File: src/rtl/kgp_pkg.sv
// rtl/kgp_pkg.sv - KGP carry code type, constants and conversion helper
package kgp_pkg;

  typedef logic [1:0] kgp_t;

  localparam kgp_t KGP_KILL = 2'b00;
  localparam kgp_t KGP_GEN  = 2'b11;
  localparam kgp_t KGP_PROP = 2'b01;

  // Only G carries; either P encoding counts as no carry, same as K.
  function automatic logic kgp_to_carry(kgp_t k);
    return k == KGP_GEN;
  endfunction

endpackage

File: src/rtl/kgp_pipe_adder_if.sv
// rtl/kgp_pipe_adder_if.sv - operand/result handshake bundle for kgp_pipe_adder
interface kgp_pipe_adder_if #(
  parameter int WIDTH = 32
);
  import kgp_pkg::*;

  logic             in_valid;
  logic             in_ready;
  logic [WIDTH-1:0] a;
  logic [WIDTH-1:0] b;
  kgp_t             kIn;
  logic             out_valid;
  logic             out_ready;
  logic [WIDTH-1:0] sum;
  kgp_t             kOut;
  logic             ovf;

  modport master (
    output in_valid, a, b, kIn, out_ready,
    input  in_ready, out_valid, sum, kOut, ovf
  );

  modport slave (
    input  in_valid, a, b, kIn, out_ready,
    output in_ready, out_valid, sum, kOut, ovf
  );

endinterface

File: src/rtl/kgp_chunk_adder.sv
// rtl/kgp_chunk_adder.sv - combinational CHUNK-bit ripple adder with KGP carry codes
module kgp_chunk_adder
  import kgp_pkg::*;
#(
  parameter int CHUNK = 4
) (
  input  logic [CHUNK-1:0] a,
  input  logic [CHUNK-1:0] b,
  input  kgp_t             cin,
  output logic [CHUNK-1:0] sum,
  output kgp_t             cout,
  output logic             msb_cin
);

  logic [CHUNK:0] c;

  always_comb begin
    c    = '0;
    c[0] = kgp_to_carry(cin);
    for (int i = 0; i < CHUNK; i++) begin
      c[i+1] = (a[i] & b[i]) | (c[i] & (a[i] ^ b[i]));
    end
  end

  assign sum     = a ^ b ^ c[CHUNK-1:0];
  assign msb_cin = c[CHUNK-1];
  assign cout    = c[CHUNK] ? KGP_GEN : KGP_KILL;

endmodule

File: src/rtl/kgp_pipe_adder.sv
// rtl/kgp_pipe_adder.sv - pipelined WIDTH-bit adder, CHUNK bits per stage, KGP carry in/out
module kgp_pipe_adder
  import kgp_pkg::*;
#(
  parameter int WIDTH = 32,
  parameter int CHUNK = 4
) (
  input logic             clk,
  input logic             reset,
  kgp_pipe_adder_if.slave io
);

  localparam int NSTG    = WIDTH / CHUNK;
  localparam int SUMW    = CHUNK * NSTG * (NSTG + 1) / 2;
  localparam int OPW_RAW = CHUNK * NSTG * (NSTG - 1) / 2;
  localparam int OPW     = (OPW_RAW > 0) ? OPW_RAW : 1;

  // Stage g keeps its growing low sum (deskew) and the still-unsummed upper
  // operand bits (skew) packed back to back in shared flat vectors.
  function automatic int soff(int g);
    return CHUNK * g * (g + 1) / 2;
  endfunction

  function automatic int ooff(int g);
    return CHUNK * (g * (NSTG - 1) - g * (g - 1) / 2);
  endfunction

  logic            advance;
  logic [NSTG-1:0] v_q, v_d;
  logic [NSTG-1:0] c_q, c_d;
  logic [SUMW-1:0] s_q, s_d;
  logic [OPW-1:0]  a_q, a_d;
  logic [OPW-1:0]  b_q, b_d;
  logic            ovf_q, ovf_d;

  for (genvar g = 0; g < NSTG; g++) begin : g_stage
    localparam int OW = CHUNK * (NSTG - g);

    logic [OW-1:0]    op_a;
    logic [OW-1:0]    op_b;
    kgp_t             cin;
    kgp_t             cout;
    logic [CHUNK-1:0] csum;
    logic             msb_c;

    if (g == 0) begin : g_head
      assign op_a           = io.a;
      assign op_b           = io.b;
      assign cin            = io.kIn;
      assign v_d[0]         = io.in_valid;
      assign s_d[CHUNK-1:0] = csum;
    end else begin : g_body
      assign op_a   = a_q[ooff(g-1) +: OW];
      assign op_b   = b_q[ooff(g-1) +: OW];
      assign cin    = {2{c_q[g-1]}};
      assign v_d[g] = v_q[g-1];
      assign s_d[soff(g) +: (g+1)*CHUNK] = {csum, s_q[soff(g-1) +: g*CHUNK]};
    end

    kgp_chunk_adder #(
      .CHUNK(CHUNK)
    ) u_add (
      .a       (op_a[CHUNK-1:0]),
      .b       (op_b[CHUNK-1:0]),
      .cin     (cin),
      .sum     (csum),
      .cout    (cout),
      .msb_cin (msb_c)
    );

    assign c_d[g] = kgp_to_carry(cout);

    if (g < NSTG - 1) begin : g_fwd
      logic msb_unused;
      assign a_d[ooff(g) +: OW-CHUNK] = op_a[OW-1:CHUNK];
      assign b_d[ooff(g) +: OW-CHUNK] = op_b[OW-1:CHUNK];
      assign msb_unused               = msb_c;
    end else begin : g_tail
      // Signed overflow only makes sense at the word MSB, i.e. the last chunk.
      assign ovf_d = msb_c ^ c_d[g];
    end
  end

  assign advance = !v_q[NSTG-1] || io.out_ready;

  always_ff @(posedge clk) begin
    if (reset) begin
      v_q   <= '0;
      c_q   <= '0;
      s_q   <= '0;
      a_q   <= '0;
      b_q   <= '0;
      ovf_q <= 1'b0;
    end else if (advance) begin
      v_q   <= v_d;
      c_q   <= c_d;
      s_q   <= s_d;
      a_q   <= a_d;
      b_q   <= b_d;
      ovf_q <= ovf_d;
    end
  end

  assign io.in_ready  = advance;
  assign io.out_valid = v_q[NSTG-1];
  assign io.sum       = s_q[SUMW-1 -: WIDTH];
  assign io.kOut      = c_q[NSTG-1] ? KGP_GEN : KGP_KILL;
  assign io.ovf       = ovf_q;

endmodule

File: src/flat_wrapper.sv
// flat-port wrapper written by rule: the top's interface ports become plain ports
module kgp_pipe_adder_flat import kgp_pkg::*;
#(
  parameter int WIDTH = 32,
  parameter int CHUNK = 4
)
  (clk, reset, io_in_valid, io_a, io_b, io_kIn, io_out_ready, io_in_ready, io_out_valid, io_sum, io_kOut, io_ovf);
  kgp_pipe_adder_if #(.WIDTH(WIDTH)) io_i ();
  input logic clk;
  input logic reset;
  input wire logic [$bits(io_i.in_valid)-1:0] io_in_valid;
  input wire logic [$bits(io_i.a)-1:0] io_a;
  input wire logic [$bits(io_i.b)-1:0] io_b;
  input wire logic [$bits(io_i.kIn)-1:0] io_kIn;
  input wire logic [$bits(io_i.out_ready)-1:0] io_out_ready;
  output wire logic [$bits(io_i.in_ready)-1:0] io_in_ready;
  output wire logic [$bits(io_i.out_valid)-1:0] io_out_valid;
  output wire logic [$bits(io_i.sum)-1:0] io_sum;
  output wire logic [$bits(io_i.kOut)-1:0] io_kOut;
  output wire logic [$bits(io_i.ovf)-1:0] io_ovf;
  assign io_i.in_valid = io_in_valid;
  assign io_i.a = io_a;
  assign io_i.b = io_b;
  assign io_i.kIn = io_kIn;
  assign io_i.out_ready = io_out_ready;
  assign io_in_ready = io_i.in_ready;
  assign io_out_valid = io_i.out_valid;
  assign io_sum = io_i.sum;
  assign io_kOut = io_i.kOut;
  assign io_ovf = io_i.ovf;
  kgp_pipe_adder #(.WIDTH(WIDTH), .CHUNK(CHUNK)) u_core (.clk(clk), .reset(reset), .io(io_i));
endmodule
File: config.mk
export PLATFORM = sky130hd
export DESIGN_NAME = kgp_pipe_adder_flat
export DESIGN_NICKNAME = d
export VERILOG_FILES = /design/src/rtl/kgp_pkg.sv /design/src/rtl/kgp_pipe_adder_if.sv /design/src/rtl/kgp_chunk_adder.sv /design/src/rtl/kgp_pipe_adder.sv /design/src/flat_wrapper.sv
export SDC_FILE = /design/constraint.sdc
export NUM_CORES = 1
export LEC_CHECK = 0
export BUFFER_PORTS_ARGS = -buffer_cell sky130_fd_sc_hd__buf_2
export CAP_MARGIN = 40
export CORE_ASPECT_RATIO = 0.75
export CORE_MARGIN = 2
export CORE_UTILIZATION = 40
export CTS_CLUSTER_DIAMETER = 100
export DETAILED_ROUTE_END_ITERATION = 7
export REMOVE_ABC_BUFFERS = 1
export SETUP_SLACK_MARGIN = 0.1
export SYNTH_ARGS = -nofsm -noshare
export SYNTH_HDL_FRONTEND = slang
export SYNTH_SLANG_ARGS = --single-unit
export TNS_END_PERCENT = 5
File: constraint.sdc
create_clock -name clk -period 6.4 [get_ports clk]
set_input_delay 0.64 -clock clk [delete_from_list [all_inputs] [get_ports clk]]
set_output_delay 0.64 -clock clk [all_outputs]
set_load 0.01 [all_outputs]
# [Word-level counts from Yosys, hierarchy flattened]
# Cells that the tools add are included.
[classes] reduce_logical=2 n_mux=9 bitwise=145 n_eq_ne=16
[ops] cell="$and A1 B1 Y1" n=64
[ops] cell="$xor A4 B4 Y4" n=16
[ops] cell="$xor A1 B1 Y1" n=33
[ops] cell="$eq A2 B2 Y1 const B" n=16
[ops] cell="$or A1 B1 Y1" n=32
[ops] cell="$mux W2" n=9
[ops] cell="$logic_not A1 Y1" n=1
[ops] cell="$logic_or A1 B1 Y1" n=1
[word_totals] in_bits=70 wordCells=178 reg_bits=385 out_inout_bits=37

# [Depth between registers and ports, before layout]
[logic_depth] ltp_word=12 mapped_depth=10 mapped_depth_nobuf=10

# [By module]
# From an unflattened synthesis, not the netlist that was laid out.
[unflattened] cells_unflattened=1816 hier_area_um2=15354.7
[by_module_without_submodules] module="kgp_pipe_adder" cells_each=1704 n_inst=1 seq_area_each_um2=7707.4 area_per_inst_um2=14363.8
[by_module_without_submodules] module="kgp_chunk_adder" cells_each=14 n_inst=8 seq_area_each_um2=0.0 area_per_inst_um2=123.9

# [Least setup slack after synthesis]
# OpenSTA, ideal clock, no wires.
[synth_timing] path_kind="input to register" from="input io_kIn[0]" to="register u_core.s_q[3]" required_ps=6314 path_buffers=0 setup_time_ps=86 arrival_time_ps=2367 cell_stages=9 setup_slack_ps=3948 path_cell_list="and2_1 > fa_1 > inv_1 > fa_1 > inv_1 > fa_1 > inv_1 > fa_1 > a211oi_1"
[synth_between] elab_chain_len=8
[synth_rtl] element="start, declared" line_no="flat_wrapper.sv:14" text="input wire logic [$bits(io_i.kIn)-1:0] io_kIn;"
[synth_rtl] element="$eq A2 B2 Y1" line_no="kgp_pkg.sv:12" text="return k == KGP_GEN;"
[synth_rtl] element="$and A1 B1 Y1" line_no="kgp_chunk_adder.sv:21" text="c[i+1] = (a[i] & b[i]) | (c[i] & (a[i] ^ b[i]));"
[synth_rtl] element="$or A1 B1 Y1" line_no="kgp_chunk_adder.sv:21"
[synth_rtl] element="$and A1 B1 Y1" line_no="kgp_chunk_adder.sv:21"
[synth_rtl] element="$or A1 B1 Y1" line_no="kgp_chunk_adder.sv:21"
[synth_rtl] element="$and A1 B1 Y1" line_no="kgp_chunk_adder.sv:21"
[synth_rtl] element="$or A1 B1 Y1" line_no="kgp_chunk_adder.sv:21"
[synth_rtl] element="$xor A4 B4 Y4" line_no="kgp_chunk_adder.sv:25" text="assign sum = a ^ b ^ c[CHUNK-1:0];"
[synth_rtl] element="end signal, assigned" line_no="kgp_pipe_adder.sv:90" text="s_q <= '0;"
[synth_rtl] element="end signal, assigned" line_no="kgp_pipe_adder.sv:97" text="s_q <= s_d;"
[synth_rtl] element="end, declared" line_no="kgp_pipe_adder.sv:31" text="logic [SUMW-1:0] s_q, s_d;"
# Every way passes these cells.
# A chain may end at the register's enable or synchronous reset.

# [Final worst setup path]
[layout_timing] from="register u_core.v_q[7]" to="output io_in_ready"
[layout_between] elab_chain_len=2
[layout_rtl] element="start, declared" line_no="kgp_pipe_adder.sv:29" text="logic [NSTG-1:0] v_q, v_d;"
[layout_rtl] element="start signal, assigned" line_no="kgp_pipe_adder.sv:95" text="v_q <= v_d;"
[layout_rtl] element="$logic_not A1 Y1" line_no="kgp_pipe_adder.sv:84" text="assign advance = !v_q[NSTG-1] || io.out_ready;"
[layout_rtl] element="$logic_or A1 B1 Y1" line_no="kgp_pipe_adder.sv:84"
[layout_rtl] element="end, declared" line_no="flat_wrapper.sv:16" text="output wire logic [$bits(io_i.in_ready)-1:0] io_in_ready;"
# Every way passes these cells.

==> summary.txt <==
Status
  • Outcome: finished, final reports clean

Power and ir drop
  • Total power: between 0.004 and 0.005 W
  • Gate power share: approximately 3.2%
  • Pwr Density: 305.7 mW/mm^2
  • Lkg Pwr: a little under 6 nW
  • Worst VDD drop: 0.1489 mV
  • Sequential power share: 50.7%
  • Sw power: around 0.0010 W
  • Clock power share: a little under half
  • Power Internal: between 0.003 and 0.004 W
  • Sw frac: roughly a fifth

Clocking
  • TritonCTS buffer count: 39
  • # hold bufs at CTS: 0
  • Clk Latency, worst-skew pair: approximately 530 ps
  • Clk sinks: ~390
  • Clock slew at reported path FFs: ~60 ps
  • Clock Tree Buf Depth: 3
  • Post-CTS setup buffer count: 0
  • CTS HTree Levels: 2
  • TritonCTS clock tree: built
  • Resized Gates After CTS: 0
  • Clock root buffer: clkbuf_16

Worst setup path
  • Crit path launch: u_core.v_q[7]$_SDFFE_PP0P_
  • R2r worst-path depth: 10
  • Worst setup path endpoint: io_in_ready
  • CP Buf/Inv Count: 3
  • CP Max Fanout: 58
  • CP peak stage delay: about 550 ps
  • WP depth: 4
  • Reg-to-Reg Start: u_core.b_q[108]$_SDFFE_PP0P_
  • Critical path type: register to primary output
  • Data required, critical path: approximately 5800 ps
  • Cell chain of the critical path: nor2b_4 -> buf_4 -> inv_8 -> buf_2
  • Reg2Reg Capture Point: u_core.io.ovf$_SDFFE_PP0P_
  • Delay-heaviest family, CP: buffers and inverters
  • Worst EP arrival: between 2000 and 2500 ps
  • Setup crit end kind: primary output
  • Startpoint type of the worst setup path: register
  • Cell at the slowest stage of the critical path: buf_4
  • Reg2Reg Setup Slack: 4010 ps

Synthesis
  • FF+latch count, synth: 385
  • Synth warn: 0
  • Synthesized cell area: roughly 0.015 sq mm
  • Yosys cell types: 17
  • Mean Syn Cell Area: 8.243 sq um
  • Mapped Cells: around 1800
  • Register area share after synthesis: a little over half

Timing
  • Hold_ws: around 350 ps
  • Final Hold Vio Count: 0
  • Setup ws final: between 3000 and 4000 ps
  • Setup TNS: 0 ps
  • Tightest Pin Transition: 924.1 ps
  • Clock skew: 10.16 ps
  • Final period utilization: between 40% and 50%
  • RSZ-0062 raised after global routing: false
  • Max Clk Rate: between 300 and 400 MHz
  • Slew headroom: about two fifths
  • Min Tclk post-route: approximately 2700 ps
  • Final Max Slew Viols: 0
  • # setup viols final: 0

Floorplan
  • Io pins: 107
  • Cell Rows: 60
  • Die H: 169.4 um
  • Die X: around 220 um
  • Initial core utilization: between 40% and 50%
  • Die Area: between 0.03 and 0.04 sq mm
  • Core region area: ~0.036 sq mm

Route
  • Routed WL: about 26000 um
  • Wire per inst: ~11 um
  • Post-route ant nets: 0
  • 1st-pass router iterations: 4
  • Routed vias/inst: about 4.7
  • # DRC: 0
  • Initial DRC Count: between 600 and 700
  • Total number of vias: 10556

Place
  • Detailed Place HPWL: between 10000 and 15000 um
  • PortBufs: 106
  • Pre-CTS WS: around 3700 ps
  • RePlAce Congestion: approximately 0.71

GRT
  • Number of global-route vias before repair: around 9900
  • Tot GR Track Use: 13.68%
  • Largest net degree at the start of global routing: ~220
  • Initial antenna violation count: 0
  • Total gr overflow: 0
  • Global-route wire length before repair: between 40000 and 50000 um

Run
  • # Max-Cap Violations: 0

Final layout
  • Diode count: 0
  • Fraction of layout cells with a size suffix above 1: 12.06%
  • Area grow syn2layout: 10.42%
  • # nets final: about 1900
  • Fin util: 44.87%

Min path
  • Beginning of the worst hold path: io_b[7]
  • Worst min path class: input port to register
-- layout make-up --
class | instances | area [sq um]
multi-input cells | 1165 | 5602
clock inverters | 5 | 75.07
flip-flops and latches | 385 | 7707
repair buffers | 117 | 700.7
inverters | 57 | 221.5
clock buffers | 62 | 1215
well taps | 465 | 581.8
fillers | 3565 | 19780
-- cell families (layout without fill, tap and decap cells) --
family                     after synthesis  in the layout  share of synthesized area [%]
and+or+nand+nor                        748            748                          19.31
DFF                                    385            385                          52.85
AOI/OAI and AO/OA                      384            384                          14.62
buffers and inverters                  219            241                          8.769
adders and majority gates               32             32                          4.393
xor gates and xnor gates                 1              1                        0.06007
-- power groups by stage --
stage | clock [W] | combinational (W) | sequential [W]
floorplan | 0 | 0.0000769 | 0.00254
global route | 0.00244 | 0.000182 | 0.00250
global placement | 0 | 0.000153 | 0.00255
detailed placement | 0 | 0.000159 | 0.00255
CTS | 0.00235 | 0.000160 | 0.00250
finish | 0.00227 | 0.000156 | 0.00250
-- cells in the mapped netlist, drive strengths merged --
| cell | number | area share (%) |
|---|---|---|
| clkbuf | 28 | 0.72 |
| fa | 32 | 4.4 |
| nor2 | 26 | 0.67 |
| inv | 57 | 1.5 |
| a211oi | 24 | 1.2 |
| nand2 | 720 | 19 |
| buf | 134 | 6.6 |
| xnor2 | 1 | 0.060 |
| nor2b | 1 | 0.060 |
| and2 | 1 | 0.043 |
| a21oi | 360 | 13 |
| dfxtp | 385 | 53 |
-- tightest hold or removal path: stages --
cell and delay (ps):
buf_2 100, nand2_1 50, a21oi_1 50
-- through the flow --
stage          area (sq um)  cells
3_3_place_gp          14740   2186
4_1_cts               16100   2256
2_1_floorplan         13520   1607
3_5_place_dp          14810   2189
6_report              16100   2256
5_1_grt               16100   2256
-- sequential cells by signal (all words and copies together) (netlist names) --
signal / flops
u_core.s_q: 144
u_core.a_q: 112
u_core.b_q: 112
u_core.c_q: 8
u_core.v_q: 8
u_core.io.ovf: 1
-- metal layers --
layer,global-route usage (%),up-vias,share of wire [%]
met5,0,-,0
met4,4.204,0,2.0
met3,3.186,42,4.4
met2,23.10,130,44
met1,17.43,4825,50
li1,-,5559,-
-- worst min-delay path by stage --
stage                                              end  depth (start not counted)  slack [ps]
after CTS                  u_core.a_q[10]$_SDFFE_PP0P_                          3         330
after global placement     u_core.s_q[25]$_SDFFE_PP0P_                          2         440
after detailed placement  u_core.s_q[123]$_SDFFE_PP0P_                          2         440
after floorplan           u_core.a_q[101]$_SDFFE_PP0P_                          2         430
final                       u_core.b_q[3]$_SDFFE_PP0P_                          3         350
after global routing       u_core.a_q[20]$_SDFFE_PP0P_                          3         340
-- layout by cell type, fill, tap and decap left out, drive strengths merged, types with 2 or more instances in the layout --
cell    Yosys  routed
a211oi     24      24
a21oi     360     360
buf       134     117
bufinv      0       2
clkbuf     28      62
clkinv      0       3
dfxtp     385     385
fa         32      32
inv        57      57
nand2     720     720
nor2       26      26
Note: power is estimated with default switching activity, not from simulation.
